### config.mk
export PLATFORM = sky130hd
export DESIGN_NAME = bist_ctrl_param_flat
export DESIGN_NICKNAME = d
export VERILOG_FILES = /design/src/rtl/bist_ctrl_param_if.sv /design/src/rtl/bist_ctrl_param.sv /design/src/flat_wrapper.sv
export SDC_FILE = /design/constraint.sdc
export NUM_CORES = 1
export LEC_CHECK = 0
export BUFFER_PORTS_ARGS = -buffer_cell sky130_fd_sc_hd__buf_2
export CAP_MARGIN = 20
export CORE_MARGIN = 4
export CORE_UTILIZATION = 49
export CTS_CLUSTER_SIZE = 25
export DETAILED_ROUTE_END_ITERATION = 16
export PLACE_DENSITY_LB_ADDON = 0.08
export SYNTH_ARGS = -nofsm -noshare
export SYNTH_HDL_FRONTEND = slang
export SYNTH_SLANG_ARGS = --single-unit
### constraint.sdc
create_clock -name CLK -period 2 [get_ports CLK]
set_input_delay 0.4 -clock CLK [delete_from_list [all_inputs] [get_ports CLK]]
set_output_delay 0.4 -clock CLK [all_outputs]
set_load 0.005 [all_outputs]
### src/rtl/bist_ctrl_param_if.sv
// Control and status bundle between a scan-BIST sequencer and the
// harness that launches sessions and supplies the MISR signature.
interface bist_ctrl_param_if #(
    parameter int SIG_W = 16,
    parameter int PAT_W = 4
);
    logic             START;
    logic             ABORT;
    logic [SIG_W-1:0] MISR_SIG;
    logic             INIT;
    logic             RUNNING;
    logic             SCAN_EN;
    logic             SEED_SEL;
    logic             FINISH;
    logic             BIST_END;
    logic             PASS;
    logic             ABORTED;
    logic [PAT_W-1:0] PAT_IDX;

    modport master (
        output START, ABORT, MISR_SIG,
        input  INIT, RUNNING, SCAN_EN, SEED_SEL, FINISH,
        input  BIST_END, PASS, ABORTED, PAT_IDX
    );

    modport slave (
        input  START, ABORT, MISR_SIG,
        output INIT, RUNNING, SCAN_EN, SEED_SEL, FINISH,
        output BIST_END, PASS, ABORTED, PAT_IDX
    );
endinterface

### src/rtl/bist_ctrl_param.sv
// Scan-BIST sequencer: NUM_PAT patterns of SCAN_LEN shifts plus one
// capture, LFSR seed switch, golden MISR compare, abort and re-arm.
module bist_ctrl_param #(
    parameter int              SCAN_LEN    = 9,
    parameter int              NUM_PAT     = 9,
    parameter int              SEED_SWITCH = 6,
    parameter int              SIG_W       = 16,
    parameter logic [SIG_W-1:0] GOLDEN     = '0
) (
    input logic              CLK,
    input logic              RESET,
    bist_ctrl_param_if.slave bus
);
    localparam int BW = (SCAN_LEN > 1) ? $clog2(SCAN_LEN) : 1;
    localparam int PW = $clog2(NUM_PAT + 1);
    localparam logic [BW-1:0] BIT_LAST = BW'(SCAN_LEN - 1);
    localparam logic [PW-1:0] PAT_LAST = PW'(NUM_PAT - 1);

    typedef enum logic [3:0] {
        S_IDLE  = 4'd0,
        S_ARM   = 4'd1,
        S_INIT  = 4'd2,
        S_SHIFT = 4'd3,
        S_CAP   = 4'd4,
        S_FIN   = 4'd5,
        S_HOLD  = 4'd6,
        S_DONE  = 4'd7
    } state_t;

    state_t        state_q, state_d;
    logic [BW-1:0] bit_q, bit_d;
    logic [PW-1:0] pat_q, pat_d;
    logic          pass_q, pass_d;
    logic          abrt_q, abrt_d;

    always_ff @(posedge CLK or posedge RESET) begin
        if (RESET) begin
            state_q <= S_IDLE;
            bit_q   <= '0;
            pat_q   <= '0;
            pass_q  <= 1'b0;
            abrt_q  <= 1'b0;
        end else begin
            state_q <= state_d;
            bit_q   <= bit_d;
            pat_q   <= pat_d;
            pass_q  <= pass_d;
            abrt_q  <= abrt_d;
        end
    end

    always_comb begin
        state_d = state_q;
        bit_d   = bit_q;
        pat_d   = pat_q;
        pass_d  = pass_q;
        abrt_d  = abrt_q;
        case (state_q)
            S_IDLE: if (!bus.START) state_d = S_ARM;
            S_ARM, S_DONE: begin
                // session flags are cleared on entry so INIT already shows them low
                if (bus.START) begin
                    state_d = S_INIT;
                    bit_d   = '0;
                    pat_d   = '0;
                    pass_d  = 1'b0;
                    abrt_d  = 1'b0;
                end
            end
            S_INIT: begin
                bit_d = '0;
                pat_d = '0;
                if (bus.ABORT) begin
                    state_d = S_IDLE;
                    abrt_d  = 1'b1;
                end else begin
                    state_d = S_SHIFT;
                    pass_d  = 1'b0;
                    abrt_d  = 1'b0;
                end
            end
            S_SHIFT: begin
                if (bus.ABORT) begin
                    state_d = S_IDLE;
                    abrt_d  = 1'b1;
                    bit_d   = '0;
                    pat_d   = '0;
                end else if (bit_q == BIT_LAST) begin
                    state_d = S_CAP;
                    bit_d   = '0;
                end else begin
                    bit_d = bit_q + 1'b1;
                end
            end
            S_CAP: begin
                if (bus.ABORT) begin
                    state_d = S_IDLE;
                    abrt_d  = 1'b1;
                    bit_d   = '0;
                    pat_d   = '0;
                end else if (pat_q == PAT_LAST) begin
                    state_d = S_FIN;
                end else begin
                    state_d = S_SHIFT;
                    pat_d   = pat_q + 1'b1;
                end
            end
            S_FIN: begin
                pass_d  = (bus.MISR_SIG == GOLDEN);
                state_d = S_HOLD;
            end
            S_HOLD: if (!bus.START) state_d = S_DONE;
            default: begin
                state_d = S_IDLE;
                bit_d   = '0;
                pat_d   = '0;
                pass_d  = 1'b0;
            end
        endcase
    end

    always_comb begin
        bus.INIT     = 1'b0;
        bus.RUNNING  = 1'b0;
        bus.SCAN_EN  = 1'b0;
        bus.SEED_SEL = 1'b0;
        bus.FINISH   = 1'b0;
        bus.BIST_END = 1'b0;
        bus.PASS     = 1'b0;
        bus.ABORTED  = 1'b0;
        bus.PAT_IDX  = '0;
        case (state_q)
            S_IDLE, S_ARM: begin
                bus.ABORTED = abrt_q;
                bus.PAT_IDX = pat_q;
            end
            S_INIT: begin
                bus.INIT    = 1'b1;
                bus.ABORTED = abrt_q;
                bus.PAT_IDX = pat_q;
            end
            S_SHIFT, S_CAP: begin
                bus.RUNNING  = 1'b1;
                bus.SCAN_EN  = (state_q == S_SHIFT);
                bus.SEED_SEL = (int'(pat_q) >= SEED_SWITCH);
                bus.ABORTED  = abrt_q;
                bus.PAT_IDX  = pat_q;
            end
            S_FIN, S_HOLD, S_DONE: begin
                bus.FINISH   = (state_q == S_FIN);
                bus.BIST_END = 1'b1;
                bus.PASS     = pass_q;
                bus.ABORTED  = abrt_q;
                bus.PAT_IDX  = pat_q;
            end
            default: ;
        endcase
    end
endmodule

### src/flat_wrapper.sv
// flat-port wrapper written by rule: the top's interface ports become plain ports
module bist_ctrl_param_flat 
#(
    parameter int              SCAN_LEN    = 9,
    parameter int              NUM_PAT     = 9,
    parameter int              SEED_SWITCH = 6,
    parameter int              SIG_W       = 16,
    parameter logic [SIG_W-1:0] GOLDEN     = '0
)
  (CLK, RESET, bus_START, bus_ABORT, bus_MISR_SIG, bus_INIT, bus_RUNNING, bus_SCAN_EN, bus_SEED_SEL, bus_FINISH, bus_BIST_END, bus_PASS, bus_ABORTED, bus_PAT_IDX);
  bist_ctrl_param_if #(.SIG_W(SIG_W)) bus_i ();
  input logic CLK;
  input logic RESET;
  input wire logic [$bits(bus_i.START)-1:0] bus_START;
  input wire logic [$bits(bus_i.ABORT)-1:0] bus_ABORT;
  input wire logic [$bits(bus_i.MISR_SIG)-1:0] bus_MISR_SIG;
  output wire logic [$bits(bus_i.INIT)-1:0] bus_INIT;
  output wire logic [$bits(bus_i.RUNNING)-1:0] bus_RUNNING;
  output wire logic [$bits(bus_i.SCAN_EN)-1:0] bus_SCAN_EN;
  output wire logic [$bits(bus_i.SEED_SEL)-1:0] bus_SEED_SEL;
  output wire logic [$bits(bus_i.FINISH)-1:0] bus_FINISH;
  output wire logic [$bits(bus_i.BIST_END)-1:0] bus_BIST_END;
  output wire logic [$bits(bus_i.PASS)-1:0] bus_PASS;
  output wire logic [$bits(bus_i.ABORTED)-1:0] bus_ABORTED;
  output wire logic [$bits(bus_i.PAT_IDX)-1:0] bus_PAT_IDX;
  assign bus_i.START = bus_START;
  assign bus_i.ABORT = bus_ABORT;
  assign bus_i.MISR_SIG = bus_MISR_SIG;
  assign bus_INIT = bus_i.INIT;
  assign bus_RUNNING = bus_i.RUNNING;
  assign bus_SCAN_EN = bus_i.SCAN_EN;
  assign bus_SEED_SEL = bus_i.SEED_SEL;
  assign bus_FINISH = bus_i.FINISH;
  assign bus_BIST_END = bus_i.BIST_END;
  assign bus_PASS = bus_i.PASS;
  assign bus_ABORTED = bus_i.ABORTED;
  assign bus_PAT_IDX = bus_i.PAT_IDX;
  bist_ctrl_param #(.SCAN_LEN(SCAN_LEN), .NUM_PAT(NUM_PAT), .SEED_SWITCH(SEED_SWITCH), .SIG_W(SIG_W), .GOLDEN(GOLDEN)) u_core (.CLK(CLK), .RESET(RESET), .bus(bus_i));
endmodule
# ---- Word level (Yosys, flattened, before mapping)
# Index checks and enable logic that the tools add are counted.
dict set report totals {
  ff_bits 14
  input_bits 20
  out_inout_bits 12
  word_cells 74
}
dict set report classes {
  add_sub_neg 2
  muxes 32
  n_eq_ne 18
  reduce_logical 14
  magnitude_cmp 1
  bitwise 2
}
# operator count
set ops {}
lappend ops {{two-way mux 4 bit} 13}
lappend ops {{case mux 4 bit (4 select lines)} 2}
lappend ops {{case mux 4 bit (7 select lines)} 1}
lappend ops {{equality test 4 x 3 -> 1 bit (second input constant)} 4}
lappend ops {{zero test 16 bit} 1}
lappend ops {{two-way mux 1 bit} 12}
lappend ops {{!= test 2 bit (second input constant)} 6}
lappend ops {{AND reduction 3 bit} 3}
lappend ops {{adder 4 x 1 -> 4 bit (second input constant)} 2}
lappend ops {{equality test 4 x 2 -> 1 bit (second input constant)} 2}
lappend ops {{equality test 4 bit (second input constant)} 2}
lappend ops {{AND reduction 4 bit} 2}
lappend ops {{OR reduction 8 bit} 1}
lappend ops {{OR reduction 3 bit} 2}
lappend ops {{equality test 4 x 1 -> 1 bit (second input constant)} 1}
lappend ops {{greater-or-equal comparator 4 x 3 -> 1 bit (second input constant)} 1}
lappend ops {{zero test 4 bit} 1}
lappend ops {{case mux 1 bit (4 select lines)} 1}
lappend ops {{OR reduction 2 bit} 2}
lappend ops {{OR reduction 4 bit} 1}
lappend ops {{two-way mux 3 bit} 1}
lappend ops {{!= test 3 x 2 -> 1 bit (second input constant)} 1}
lappend ops {{!= test 3 bit (second input constant)} 1}
lappend ops {{case mux 1 bit (3 select lines)} 1}
lappend ops {{4 further kinds} 5}

# ---- Longest topological paths before layout
dict set report logic_depth {
  ltp_word 4
  depth_mapped 6
  depth_no_buf 6
}

# ---- Least setup slack after synthesis
# No wires, ideal clock.
dict set report synth_timing {
  kind {reg-to-reg}
  startpoint {register u_core.pat_q[0]}
  endpoint {register u_core.pat_q[2]}
  synth_period_minus_slack_ps 1436
  arrival_ps 1310
  path_buffers 0
  required_ps 1874
  stages_incl_launch_ff 7
  slack_ps 564
  setup_ps 126
  path_cell_list {dfrtp_1 > inv_1 > ha_1 > and4bb_1 > nor3_2 > nor3_2 > a221o_1}
}
dict set report synth_between {
  elab_chain_cells 4
  word_cells_on_any_way 7
  classes_between {1 x add/sub; 2 x eq/ne; 3 x mux; 1 x reduce/logical}
}
# element line
set synth_lines {}
lappend synth_lines {{from (decl)} bist_ctrl_param.sv:32} ;# logic [PW-1:0] pat_q, pat_d;
lappend synth_lines {{from (signal assigned)} bist_ctrl_param.sv:46} ;# pat_q <= pat_d;
lappend synth_lines {{adder 4 x 1 -> 4 bit} bist_ctrl_param.sv:105} ;# pat_d = pat_q + 1'b1;
lappend synth_lines {{two-way mux 4 bit} bist_ctrl_param.sv:101} ;# end else if (pat_q == PAT_LAST) begin
lappend synth_lines {{two-way mux 4 bit} bist_ctrl_param.sv:96} ;# if (bus.ABORT) begin
lappend synth_lines {{case mux 4 bit (4 select lines)} bist_ctrl_param.sv:58} ;# case (state_q)
# Several ways; a longest one is shown, not always the timed one. The select of a mux whose other input is x is not followed.
# A chain may end at the register's enable or synchronous reset.

# ---- Final worst setup path
dict set report layout_timing {
  startpoint {register u_core.state_q[2]}
  endpoint {output bus_SEED_SEL}
}
dict set report layout_between {
  elab_chain_cells 3
  word_cells_on_any_way 4
  classes_between {2 x eq/ne; 1 x mux; 1 x reduce/logical}
}
# element line
set layout_lines {}
lappend layout_lines {{from (decl)} bist_ctrl_param.sv:30} ;# state_t state_q, state_d;
lappend layout_lines {{from (signal assigned)} bist_ctrl_param.sv:44} ;# state_q <= state_d;
lappend layout_lines {{equality test 4 x 3 -> 1 bit / equality test 4 x 2 -> 1 bit (equally long branches)} bist_ctrl_param.sv:132} ;# case (state_q)
lappend layout_lines {{OR reduction 2 bit (no line) (*)} n/a}
lappend layout_lines {{two-way mux 1 bit (*)} bist_ctrl_param.sv:132}
lappend layout_lines {{to (decl)} flat_wrapper.sv:20} ;# output wire logic [$bits(bus_i.SEED_SEL)-1:0] bus_SEED_SEL;
# Every way passes the cells marked *; elsewhere a longest branch is shown, timed or not.

==> out/metrics.yaml <==
run_status:
  outcome: "completed"
clock_network:
  tritoncts: "built"
  cts_buffers: 3
  clk_latency_ps: 290
  clk_pin_slew_worst_paths_ps: 90
  h-tree-depth: 1
  clock-root-buffer: "clkbuf_4"
  post_cts_resized: 0
  post_cts_buffers: 0
  cts_max_path_buffers: 2
  ctsHoldBuffers: 0
  cts.sinks: 13
power:
  power_mw: 0.9474
  ir_drop_v: 0.0005233
  swShare_pct: 41.40
  internal_power_mw: 0.5551
  p_sw_mw: 0.3922
  p_seq_share_pct: 38.7
  comb_power_share_pct: 43.0
  power.static_leakage_nw: 0.5858
  p_clk_share_pct: 18.3
  p_per_area_mw_per_mm2: 812.4
sta:
  period_minus_slack_ps: 1889
  fmax_mhz: 529.3
  slew_headroom_pct: 65.54
  tightest_slew_ps: 516.4
  rsz0062_at_grt: "no"
  fin_crit_sh_pct: 94.46
  drv_slew: 0
  hold-worst-slack_ps: 126.6
  hold_viol: 0
  fin_setup_tns_ps: 0
  clock_skew_ps: 11.60
  setup_viol: 0
global_routing:
  grt_max_degree: 15
  overflow: 0
  first_global_vias: 932
  track_usage_pct: 19.68
  grt_pass1_wl_mm: 4.057
  grt_antenna_before_repair: 0
synth:
  synth_ff_type: "dfrtp_1"
  synth_top_cell_area_share_pct: 33.29
  syn_area_per_cell_um2: 8.648
  yosysMostFrequentCell: "dfrtp_1"
  netlist_area_um2: 977.2
  syn_nets: 138
  synth_edf_count: 0
  ys_ff_latch: 13
  syn_inst: 113
  synth.area.top_cells: "dfrtp_1, ha_1, inv_1"
  synth_cell_types: 39
  ys_seq_area_share_pct: 33.29
  ys_warn_count: 0
  synthArstFlopShare_pct: 100.0
  yosys-top-cells-count: "dfrtp_1, inv_1, nand2_1"
  synth_top_area_cell: "dfrtp_1"
floorplanning:
  die_h_um: 52.66
  die-area_mm2: 0.002773
  pin_count: 32
  initial_core_util_pct: 54.24
  die_x_um: 52.66
  coreArea_mm2: 0.001802
  std_cell_rows: 15
critical_path:
  crit_chain: "nand2b_1 > nor2_2 > a21o_1 > o21a_1 > buf_2"
  worst_path_largest_cell_delay_ps: 470
  start_kind: "flip-flop"
  critical_path_class: "reg2out"
  crit_required_ps: 1600
  slowest_stage: "dfrtp_1"
  end_kind: "output port"
  crit_arrival_ps: 1490
  critPathMaxFanout: 8
  regToRegSetupSlack_ps: 400
min_path:
  min_path_type: "in2async"
drt:
  vias: 964
  viasPerCell: 5.772
  dr.pass1.iters: 4
  wl_per_cell_um: 14.19
  drc_errors: 0
  ant_nets: 0
  drt-initial-drc-count: 24
  wl_mm: 2.369
finish:
  layout.cells.non_filler: 167
  diodes: 0
  fin_nets: 168
  syn_to_final_growth_pct: 19.33
  utilization_pct: 64.72
  final_layout_size_suffix_gt1_share_pct: 34.51
placed_design:
  portBuffers: 31
  dp.cells: 163
  gp_congestion: 0.8747
  hpwl_mm: 1.844
job:
  maxCapViolations: 0
final timing paths:
kind	start	end	depth (start not counted)
setup / recovery	u_core.state_q[2]$_DFFE_PP0P_	bus_SEED_SEL	5
hold / removal	RESET	u_core.abrt_q$_DFFE_PP0P_	2
setup reg to reg	u_core.bit_q[0]$_DFFE_PP0P_	u_core.state_q[1]$_DFFE_PP0P_	6
hold reg to reg	u_core.bit_q[0]$_DFFE_PP0P_	u_core.bit_q[0]$_DFFE_PP0P_	2
max in group asynchronous	RESET	u_core.state_q[1]$_DFFE_PP0P_	2
min in group CLK	bus_MISR_SIG[9]	u_core.pass_q$_DFFE_PP0P_	4
sequential cells by signal, indices dropped and copies added, names as in the netlist:
| register | cells |
|---|---|
| u_core.pat_q | 4 |
| u_core.pass_q | 1 |
| u_core.bit_q | 4 |
| u_core.state_q | 3 |
| u_core.abrt_q | 1 |
power groups by stage:
| stage | combinational (mW) | clock, mW | sequential (mW) |
|---|---|---|---|
| final | 0.407 | 0.173 | 0.367 |
| after detailed placement | 0.398 | 0 | 0.366 |
| after global routing | 0.458 | 0.183 | 0.378 |
| after CTS | 0.400 | 0.172 | 0.362 |
| after global placement | 0.382 | 0 | 0.363 |
| after floorplan | 0.317 | 0 | 0.343 |
layer usage:
metal  up-vias  GRT usage, %  wire length (µm)
met5         -             0                 0
li1        464             -                 -
met3         7         3.989               183
met4         0         8.085                42
met2        43         32.23              1104
met1       450         24.91              1039
critical path, delay by kind of cell (launching register included):
| family | cells | cell delay, ps |
|---|---|---|
| flip-flops | 1 | 470 |
| AND/OR/NAND/NOR | 2 | 390 |
| AO/OA/AOI/OAI | 2 | 240 |
| buffers and inverters | 1 | 100 |
per-stage QoR:
step	setup WS, ps	cell area (µm²)
final	110.7	1166
after global routing	3.880	1166
after CTS	63.15	1162
after detailed placement	398.3	1136
after global placement	451.1	1136
after floorplan	564.0	977.2
area by class of cell:
cell class | count | area [µm²]
Fill cell | 172 | 635.6
Multi-Input combinational cell | 82 | 574.3
Sequential cell | 13 | 326.6
Timing Repair Buffer | 33 | 170.2
Inverter | 10 | 37.54
Tap cell | 25 | 31.28
Clock buffer | 4 | 26.28
placed cells by master (no fill, tap or decap), types with 4 or more instances in the layout:
master | netlist | layout
o21ai_0 | 6 | 6
ha_1 | 5 | 5
nand2b_1 | 5 | 5
a21oi_1 | 6 | 6
nor2_1 | 6 | 5
dfrtp_1 | 13 | 12
inv_1 | 10 | 10
nand3_1 | 6 | 6
nor4_1 | 4 | 4
nand2_1 | 7 | 7
buf_2 | 1 | 31
logic make-up (layout without fill, tap and decap cells):
| kind of cell | Yosys count | count (layout) | share of synthesized area (%) |
|---|---|---|---|
| muxes | 1 | 1 | 1.152 |
| and+or+nand+nor | 46 | 46 | 28.81 |
| DFF | 13 | 13 | 33.29 |
| xor gates and xnor gates | 1 | 1 | 0.8965 |
| buffers and inverters | 18 | 47 | 8.195 |
| AOI/OAI and AO/OA | 29 | 29 | 21.26 |
| adders and majority gates | 5 | 5 | 6.402 |
(Power assumes the default switching activity.)
